`src/rtl/latch_bist.sv`:
```
// ----------------------------------------------------------------------------
// latch_bist
//   Built-in self-test initiator for a 1-bit D latch (d / enable -> q / nq).
//   A fixed five-step data/enable pattern is driven into the latch under test.
//   q and nq are read back after a settle interval. Every mismatch sets a
//   sticky stuck-at flag and counts as one failing sample. At the end of the
//   run a one-cycle done pulse is issued and pass is updated.
//
//   Parameters
//     SETTLE_CYCLES  clk cycles waited after driving, before sampling (>=1)
//     ROUNDS         full five-step pattern passes per run (>=1)
//     FAIL_W         width of the saturating fail counter
//
//   Ports
//     clk        in   1       system clock, rising edge
//     rst_n      in   1       asynchronous active-low reset
//     start      in   1       one-cycle run request, honoured only when idle
//     lat_d      out  1       data to the latch d pin
//     lat_en     out  1       enable to the latch clk pin (transparent when 1)
//     lat_q      in   1       latch q readback
//     lat_nq     in   1       latch nq readback
//     busy       out  1       run in progress
//     done       out  1       one-cycle pulse at the end of a run
//     pass       out  1       last run had zero failing samples
//     stuck0_q   out  1       sticky: q read 0 where 1 expected
//     stuck1_q   out  1       sticky: q read 1 where 0 expected
//     stuck0_nq  out  1       sticky: nq read 0 where 1 expected
//     stuck1_nq  out  1       sticky: nq read 1 where 0 expected
//     fail_cnt   out  FAIL_W  failing samples this run, saturating
//
//   Build option
//     LATCH_BIST_SYNC_EN  when defined, lat_q and lat_nq each pass through a
//                         two-flop synchronizer before comparison, and the
//                         settle interval grows by two cycles to cover it.
// ----------------------------------------------------------------------------
module latch_bist #(
    parameter int SETTLE_CYCLES = 2,
    parameter int ROUNDS        = 1,
    parameter int FAIL_W        = 8
) (
    input  logic              clk,
    input  logic              rst_n,
    input  logic              start,
    output logic              lat_d,
    output logic              lat_en,
    input  logic              lat_q,
    input  logic              lat_nq,
    output logic              busy,
    output logic              done,
    output logic              pass,
    output logic              stuck0_q,
    output logic              stuck1_q,
    output logic              stuck0_nq,
    output logic              stuck1_nq,
    output logic [FAIL_W-1:0] fail_cnt
);

    // ------------------------------------------------------------------------
    // Derived constants
    // ------------------------------------------------------------------------
`ifdef LATCH_BIST_SYNC_EN
    localparam int SYNC_EXTRA = 2;
`else
    localparam int SYNC_EXTRA = 0;
`endif
    localparam int SETTLE_TOTAL = SETTLE_CYCLES + SYNC_EXTRA;
    localparam int CNT_W        = $clog2(SETTLE_TOTAL + 1);
    localparam int RND_W        = $clog2(ROUNDS + 1);

    localparam logic [CNT_W-1:0]  LAST_SETTLE = CNT_W'(SETTLE_TOTAL - 1);
    localparam logic [RND_W-1:0]  LAST_ROUND  = RND_W'(ROUNDS - 1);
    localparam logic [2:0]        LAST_STEP   = 3'd4;
    localparam logic [FAIL_W-1:0] FAIL_MAX    = {FAIL_W{1'b1}};

    // FSM encoding
    localparam logic [2:0] ST_IDLE   = 3'd0;
    localparam logic [2:0] ST_DRIVE  = 3'd1;
    localparam logic [2:0] ST_SETTLE = 3'd2;
    localparam logic [2:0] ST_SAMPLE = 3'd3;
    localparam logic [2:0] ST_DONE   = 3'd4;

    // ------------------------------------------------------------------------
    // Pattern table: {lat_en, lat_d, expected q}. Steps 2 and 4 close the
    // latch with d opposite to the stored value, so a latch that ignores its
    // enable is caught there.
    // ------------------------------------------------------------------------
    function automatic logic [2:0] step_entry(input logic [2:0] step);
        logic [2:0] entry;
        case (step)
            3'd0:    entry = 3'b100;  // open, write 0
            3'd1:    entry = 3'b111;  // open, write 1
            3'd2:    entry = 3'b001;  // closed, d=0, must hold 1
            3'd3:    entry = 3'b100;  // open, write 0
            3'd4:    entry = 3'b010;  // closed, d=1, must hold 0
            default: entry = 3'b000;
        endcase
        return entry;
    endfunction

    // ------------------------------------------------------------------------
    // State
    // ------------------------------------------------------------------------
    logic [2:0]        state_q,      state_d;
    logic [2:0]        step_q,       step_d;
    logic [RND_W-1:0]  round_q,      round_d;
    logic [CNT_W-1:0]  settle_cnt_q, settle_cnt_d;
    logic              lat_d_q,      lat_d_d;
    logic              lat_en_q,     lat_en_d;
    logic              busy_q,       busy_d;
    logic              done_q,       done_d;
    logic              pass_q,       pass_d;
    logic              stuck0_q_q,   stuck0_q_d;
    logic              stuck1_q_q,   stuck1_q_d;
    logic              stuck0_nq_q,  stuck0_nq_d;
    logic              stuck1_nq_q,  stuck1_nq_d;
    logic [FAIL_W-1:0] fail_cnt_q,   fail_cnt_d;

    // Readback values presented to the comparator
    logic samp_q;
    logic samp_nq;

`ifdef LATCH_BIST_SYNC_EN
    // The latch output may change asynchronously to clk; two flops per bit
    // resolve metastability before the comparator sees it.
    logic [1:0] q_sync_q;
    logic [1:0] nq_sync_q;

    always_ff @(posedge clk or negedge rst_n) begin
        if (!rst_n) begin
            q_sync_q  <= 2'b00;
            nq_sync_q <= 2'b00;
        end else begin
            q_sync_q  <= {q_sync_q[0],  lat_q};
            nq_sync_q <= {nq_sync_q[0], lat_nq};
        end
    end

    assign samp_q  = q_sync_q[1];
    assign samp_nq = nq_sync_q[1];
`else
    assign samp_q  = lat_q;
    assign samp_nq = lat_nq;
`endif

    // ------------------------------------------------------------------------
    // Comparator
    // ------------------------------------------------------------------------
    logic [2:0] cur_entry;
    logic       exp_q;
    logic       q_mis;
    logic       nq_mis;

    always_comb begin
        cur_entry = step_entry(step_q);
        exp_q     = cur_entry[0];
        // Case inequality so an X/Z readback counts as a mismatch in
        // simulation; in silicon it reduces to an ordinary compare.
        q_mis     = (samp_q  !== exp_q);
        nq_mis    = (samp_nq !== ~exp_q);
    end

    // ------------------------------------------------------------------------
    // Next-state logic
    // ------------------------------------------------------------------------
    always_comb begin
        // NOTE: every _d starts from its _q value (done from 0) so that no
        // path through the case leaves a signal unassigned and infers a latch.
        state_d      = state_q;
        step_d       = step_q;
        round_d      = round_q;
        settle_cnt_d = settle_cnt_q;
        lat_d_d      = lat_d_q;
        lat_en_d     = lat_en_q;
        busy_d       = busy_q;
        done_d       = 1'b0;
        pass_d       = pass_q;
        stuck0_q_d   = stuck0_q_q;
        stuck1_q_d   = stuck1_q_q;
        stuck0_nq_d  = stuck0_nq_q;
        stuck1_nq_d  = stuck1_nq_q;
        fail_cnt_d   = fail_cnt_q;

        case (state_q)
            ST_IDLE: begin
                if (start) begin
                    state_d     = ST_DRIVE;
                    busy_d      = 1'b1;
                    pass_d      = 1'b0;
                    stuck0_q_d  = 1'b0;
                    stuck1_q_d  = 1'b0;
                    stuck0_nq_d = 1'b0;
                    stuck1_nq_d = 1'b0;
                    fail_cnt_d  = '0;
                    step_d      = 3'd0;
                    round_d     = '0;
                end
            end

            ST_DRIVE: begin
                lat_en_d     = cur_entry[2];
                lat_d_d      = cur_entry[1];
                settle_cnt_d = '0;
                state_d      = ST_SETTLE;
            end

            ST_SETTLE: begin
                if (settle_cnt_q == LAST_SETTLE) begin
                    state_d = ST_SAMPLE;
                end else begin
                    settle_cnt_d = settle_cnt_q + CNT_W'(1);
                end
            end

            ST_SAMPLE: begin
                // A sample reading 1 where 0 was expected is a stuck-at-1
                // symptom, and vice versa.
                if (q_mis) begin
                    if (exp_q) stuck0_q_d = 1'b1;
                    else       stuck1_q_d = 1'b1;
                end
                if (nq_mis) begin
                    if (!exp_q) stuck0_nq_d = 1'b1;
                    else        stuck1_nq_d = 1'b1;
                end
                // One count per sample, however many pins disagreed.
                if ((q_mis || nq_mis) && (fail_cnt_q != FAIL_MAX)) begin
                    fail_cnt_d = fail_cnt_q + FAIL_W'(1);
                end

                if (step_q != LAST_STEP) begin
                    step_d  = step_q + 3'd1;
                    state_d = ST_DRIVE;
                end else if (round_q != LAST_ROUND) begin
                    step_d  = 3'd0;
                    round_d = round_q + RND_W'(1);
                    state_d = ST_DRIVE;
                end else begin
                    state_d = ST_DONE;
                end
            end

            ST_DONE: begin
                done_d   = 1'b1;
                busy_d   = 1'b0;
                pass_d   = (fail_cnt_q == '0);
                lat_en_d = 1'b0;
                lat_d_d  = 1'b0;
                state_d  = ST_IDLE;
            end

            default: begin
                state_d  = ST_IDLE;
                busy_d   = 1'b0;
                lat_en_d = 1'b0;
                lat_d_d  = 1'b0;
            end
        endcase
    end

    // ------------------------------------------------------------------------
    // Registers
    // ------------------------------------------------------------------------
    always_ff @(posedge clk or negedge rst_n) begin
        if (!rst_n) begin
            state_q      <= ST_IDLE;
            step_q       <= 3'd0;
            round_q      <= '0;
            settle_cnt_q <= '0;
            lat_d_q      <= 1'b0;
            lat_en_q     <= 1'b0;
            busy_q       <= 1'b0;
            done_q       <= 1'b0;
            pass_q       <= 1'b0;
            stuck0_q_q   <= 1'b0;
            stuck1_q_q   <= 1'b0;
            stuck0_nq_q  <= 1'b0;
            stuck1_nq_q  <= 1'b0;
            fail_cnt_q   <= '0;
        end else begin
            // NOTE: non-blocking assignments so every register samples the
            // pre-edge values, independent of statement order.
            state_q      <= state_d;
            step_q       <= step_d;
            round_q      <= round_d;
            settle_cnt_q <= settle_cnt_d;
            lat_d_q      <= lat_d_d;
            lat_en_q     <= lat_en_d;
            busy_q       <= busy_d;
            done_q       <= done_d;
            pass_q       <= pass_d;
            stuck0_q_q   <= stuck0_q_d;
            stuck1_q_q   <= stuck1_q_d;
            stuck0_nq_q  <= stuck0_nq_d;
            stuck1_nq_q  <= stuck1_nq_d;
            fail_cnt_q   <= fail_cnt_d;
        end
    end

    // ------------------------------------------------------------------------
    // Outputs, all straight from registers
    // ------------------------------------------------------------------------
    assign lat_d     = lat_d_q;
    assign lat_en    = lat_en_q;
    assign busy      = busy_q;
    assign done      = done_q;
    assign pass      = pass_q;
    assign stuck0_q  = stuck0_q_q;
    assign stuck1_q  = stuck1_q_q;
    assign stuck0_nq = stuck0_nq_q;
    assign stuck1_nq = stuck1_nq_q;
    assign fail_cnt  = fail_cnt_q;

endmodule
```
`config.mk`:
```
export PLATFORM = sky130hd
export DESIGN_NAME = latch_bist
export DESIGN_NICKNAME = d
export VERILOG_FILES = /design/src/rtl/latch_bist.sv
export SDC_FILE = /design/constraint.sdc
export NUM_CORES = 1
export LEC_CHECK = 0
export BUFFER_PORTS_ARGS = -buffer_cell sky130_fd_sc_hd__buf_2
export CAP_MARGIN = 5
export CORE_ASPECT_RATIO = 1.1
export CORE_MARGIN = 5
export CORE_UTILIZATION = 50
export DETAILED_ROUTE_END_ITERATION = 10
export PLACE_DENSITY_LB_ADDON = 0.15
export SLEW_MARGIN = 20
export SYNTH_ARGS = -nofsm -noshare
export SYNTH_HDL_FRONTEND = slang
export SYNTH_SLANG_ARGS = --single-unit
```
`constraint.sdc`:
```
create_clock -name clk -period 1.8 [get_ports clk]
set_input_delay 0.27 -clock clk [delete_from_list [all_inputs] [get_ports clk]]
set_output_delay 0.27 -clock clk [all_outputs]
set_load 0.05 [all_outputs]
```
==> results.tsv <==
metric	value	unit
coreArea	2750	sq um
synth_seq_area_share	43.6	%
ys_types	41	
htreeDepth	1	
final_cell_mix	23 x dfrtp_1, 21 x buf_2, 19 x nand2_1, 14 x nor2_1, 10 x inv_1	
rrSetupSlack	0.07	ns
synth_compound_area_share	13.5	%
viasPerCell	5.65	
synthTopCellsByArea	dfrtp_1 44%, ha_1 7.0%, nand2_1 5.0%	
area_growth	20.0	%
gp_congestion	0.908	
final_hold_viol_count	0	
tightest_slew	0.557	ns
cts_root_buf	clkbuf_4	
hold_path.class	in -> reg	
syn_nets	162	
cp-end-kind	flip-flop	
rsz0062_at_grt	false	
routedWlPerCell	14.3	microns
maxSlewHeadroom	62.9	%
synth-simple-area-share	21.9	%
syn_inst	149	
path_class	reg -> reg	
drtIter0Drc	50	
synth_top_family_by_area	simple AND/OR/NAND/NOR gates	
pwr_density_cell	1590	nW/um^2
io_pins	22	
syn_area_per_cell	9.62	sq um
die_y	66.2	microns
hold-worst-slack	0.306	ns
synth_xor_area_share	0.611	%
final_common_cell	dfrtp_1	
die_w	61.1	microns
r2r_cells	6	
start_kind	flip-flop	
drc	0	
synth-seq-cells	25	
status	completed	
ant_nets	0	
hold_depth	4	
skew	0.00687	ns
power	2.74	mW
synth_top_cell_by_area	dfrtp_1	
drt-pass1-iter-count	4	
vias	1197	
clock-sinks	25	
leakagePower	0.791	nW
critPathMaxFanout	6	
grt_max_degree	26	
drv_cap	0	
arrival	1.98	ns
initial_utilization	52.1	%
grt_overflow	0	
fmax	0.579	GHz
grtUsageTotal	16.5	%
cts_tree	built	
min_from	start	
setup_violations	0	
synthesis.area	1430	sq um
placementRows	20	
clockBufferDepth	2	
grt_pass1_vias	1157	
synth.mux.area_fraction	5.85	%
insertedDiodeCount	0	
synth_top_area_share	43.6	%
critPathLaunch	step_q[1]	
synthAdderAreaFrac	8.38	%
antenna_found_initial	0	
grt_first_pass_wirelength	5070	microns
dp_hpwl	2110	microns
clk_pin_slew	0.13	ns
slew_violations	0	
r2r-start	step_q[1]	
ir_drop	0.831	mV
final_layout_size_suffix_gt1_share	26.8	%
critPathRequiredTime	2.06	ns
dieArea	4040	sq um
period_minus_slack	1.73	ns
fin_nets	193	
yosys_warnings	0	
drt-total-wl	3040	microns
fin_crit_sh	96.0	%
port-buffer-count	21	
cts_made_buffers	3	
clock_latency	0.32	ns
[synth_stat cells, drive strengths merged]
master,count
dfrtp,25
nand2,20
nor2,14
inv,11
ha,8
mux2i,8
o21ai,7
a22o,5
nand3,5
nor4,5
buf,4
nand2b,3
nor2b,3
nor3,3
a21boi,2
a21oi,2
clkbuf,2
maj3,2
nand4,2
o21bai,2
o22ai,2
a211oi,1
a21o,1
a311oi,1
a32o,1
and3,1
and3b,1
nand3b,1
nor4b,1
o22a,1
o41ai,1
or3,1
or4,1
or4b,1
xnor2,1
[critical path, cell delays in order (launching register included)]
cell and delay [ns]:
dfrtp_2 0.47, inv_1 0.13, ha_4 0.17, o21bai_4 0.11
mux2i_4 0.23, or4_1 0.47, o21ai_1 0.09
[routing by layer]
metal  up-vias  wire (microns)  global-route usage, %
met1       574            1300                   20.5
li1        587               -                      -
met3         7             145                   2.93
met5         -               0                      0
met2        29            1530                   27.5
met4         0              63                   6.78
[path summary, 6_finish.rpt]
path                              endpoint
setup / recovery               fail_cnt[3]
hold / removal                        pass
setup reg to reg               fail_cnt[3]
hold reg to reg                       pass
max in group asynchronous        step_q[1]
min in group asynchronous  settle_cnt_q[0]
[logic make-up (layout without fill, tap and decap cells)]
logic type / after synthesis / in the layout
and+or+nand+nor: 62 / 62
AOI/OAI and AO/OA: 26 / 26
DFF: 25 / 25
buffers and inverters: 17 / 46
adders and majority gates: 10 / 10
muxes: 8 / 9
xor gates and xnor gates: 1 / 1
[per-stage QoR]
stage	util (%)	instance area [sq um]	setup WS, ns	TNS, ns	std cells
2_1_floorplan	-	1430	0.136	0	149
3_3_place_gp	57.4	1580	0.0313	0	203
3_5_place_dp	57.4	1580	-0.0366	-0.0848	203
4_1_cts	59.0	1620	0.0120	0	208
5_1_grt	62.5	1720	0.00839	0	212
6_report	62.5	1720	0.0724	0	212
[registers in the layout (all words and copies together) (netlist names), 2 cells and up]
register / flops
state_q: 3
fail_cnt: 8
settle_cnt_q: 2
step_q: 3
[report_power, final]
part	leakage (nW)	total, mW	internal (mW)	switching [mW]
logic	0.456	1.63	0.640	0.986
registers	0.321	0.866	0.727	0.139
clock network	0.0150	0.252	0.0869	0.165
total	0.791	2.74	1.45	1.29
[cell type report]
type / count / area [sq um]
clock buffer: 4 / 26.3
fill: 240 / 1030
inverter: 11 / 41.3
multi-input combinational: 108 / 801
sequential: 25 / 628
tap: 33 / 41.3
timing repair buffer: 31 / 183
[timing repair]
action / CTS / global route
gates resized for setup: 1 / 12
hold buffers: 1 / 0
setup buffers: 0 / 3
endpoints found under the setup margin: 7 / 9
pin swaps: 0 / 4
cloned: 0 / 1
hold endpoints to repair: 25 / 0
(Power assumes the default switching activity.)
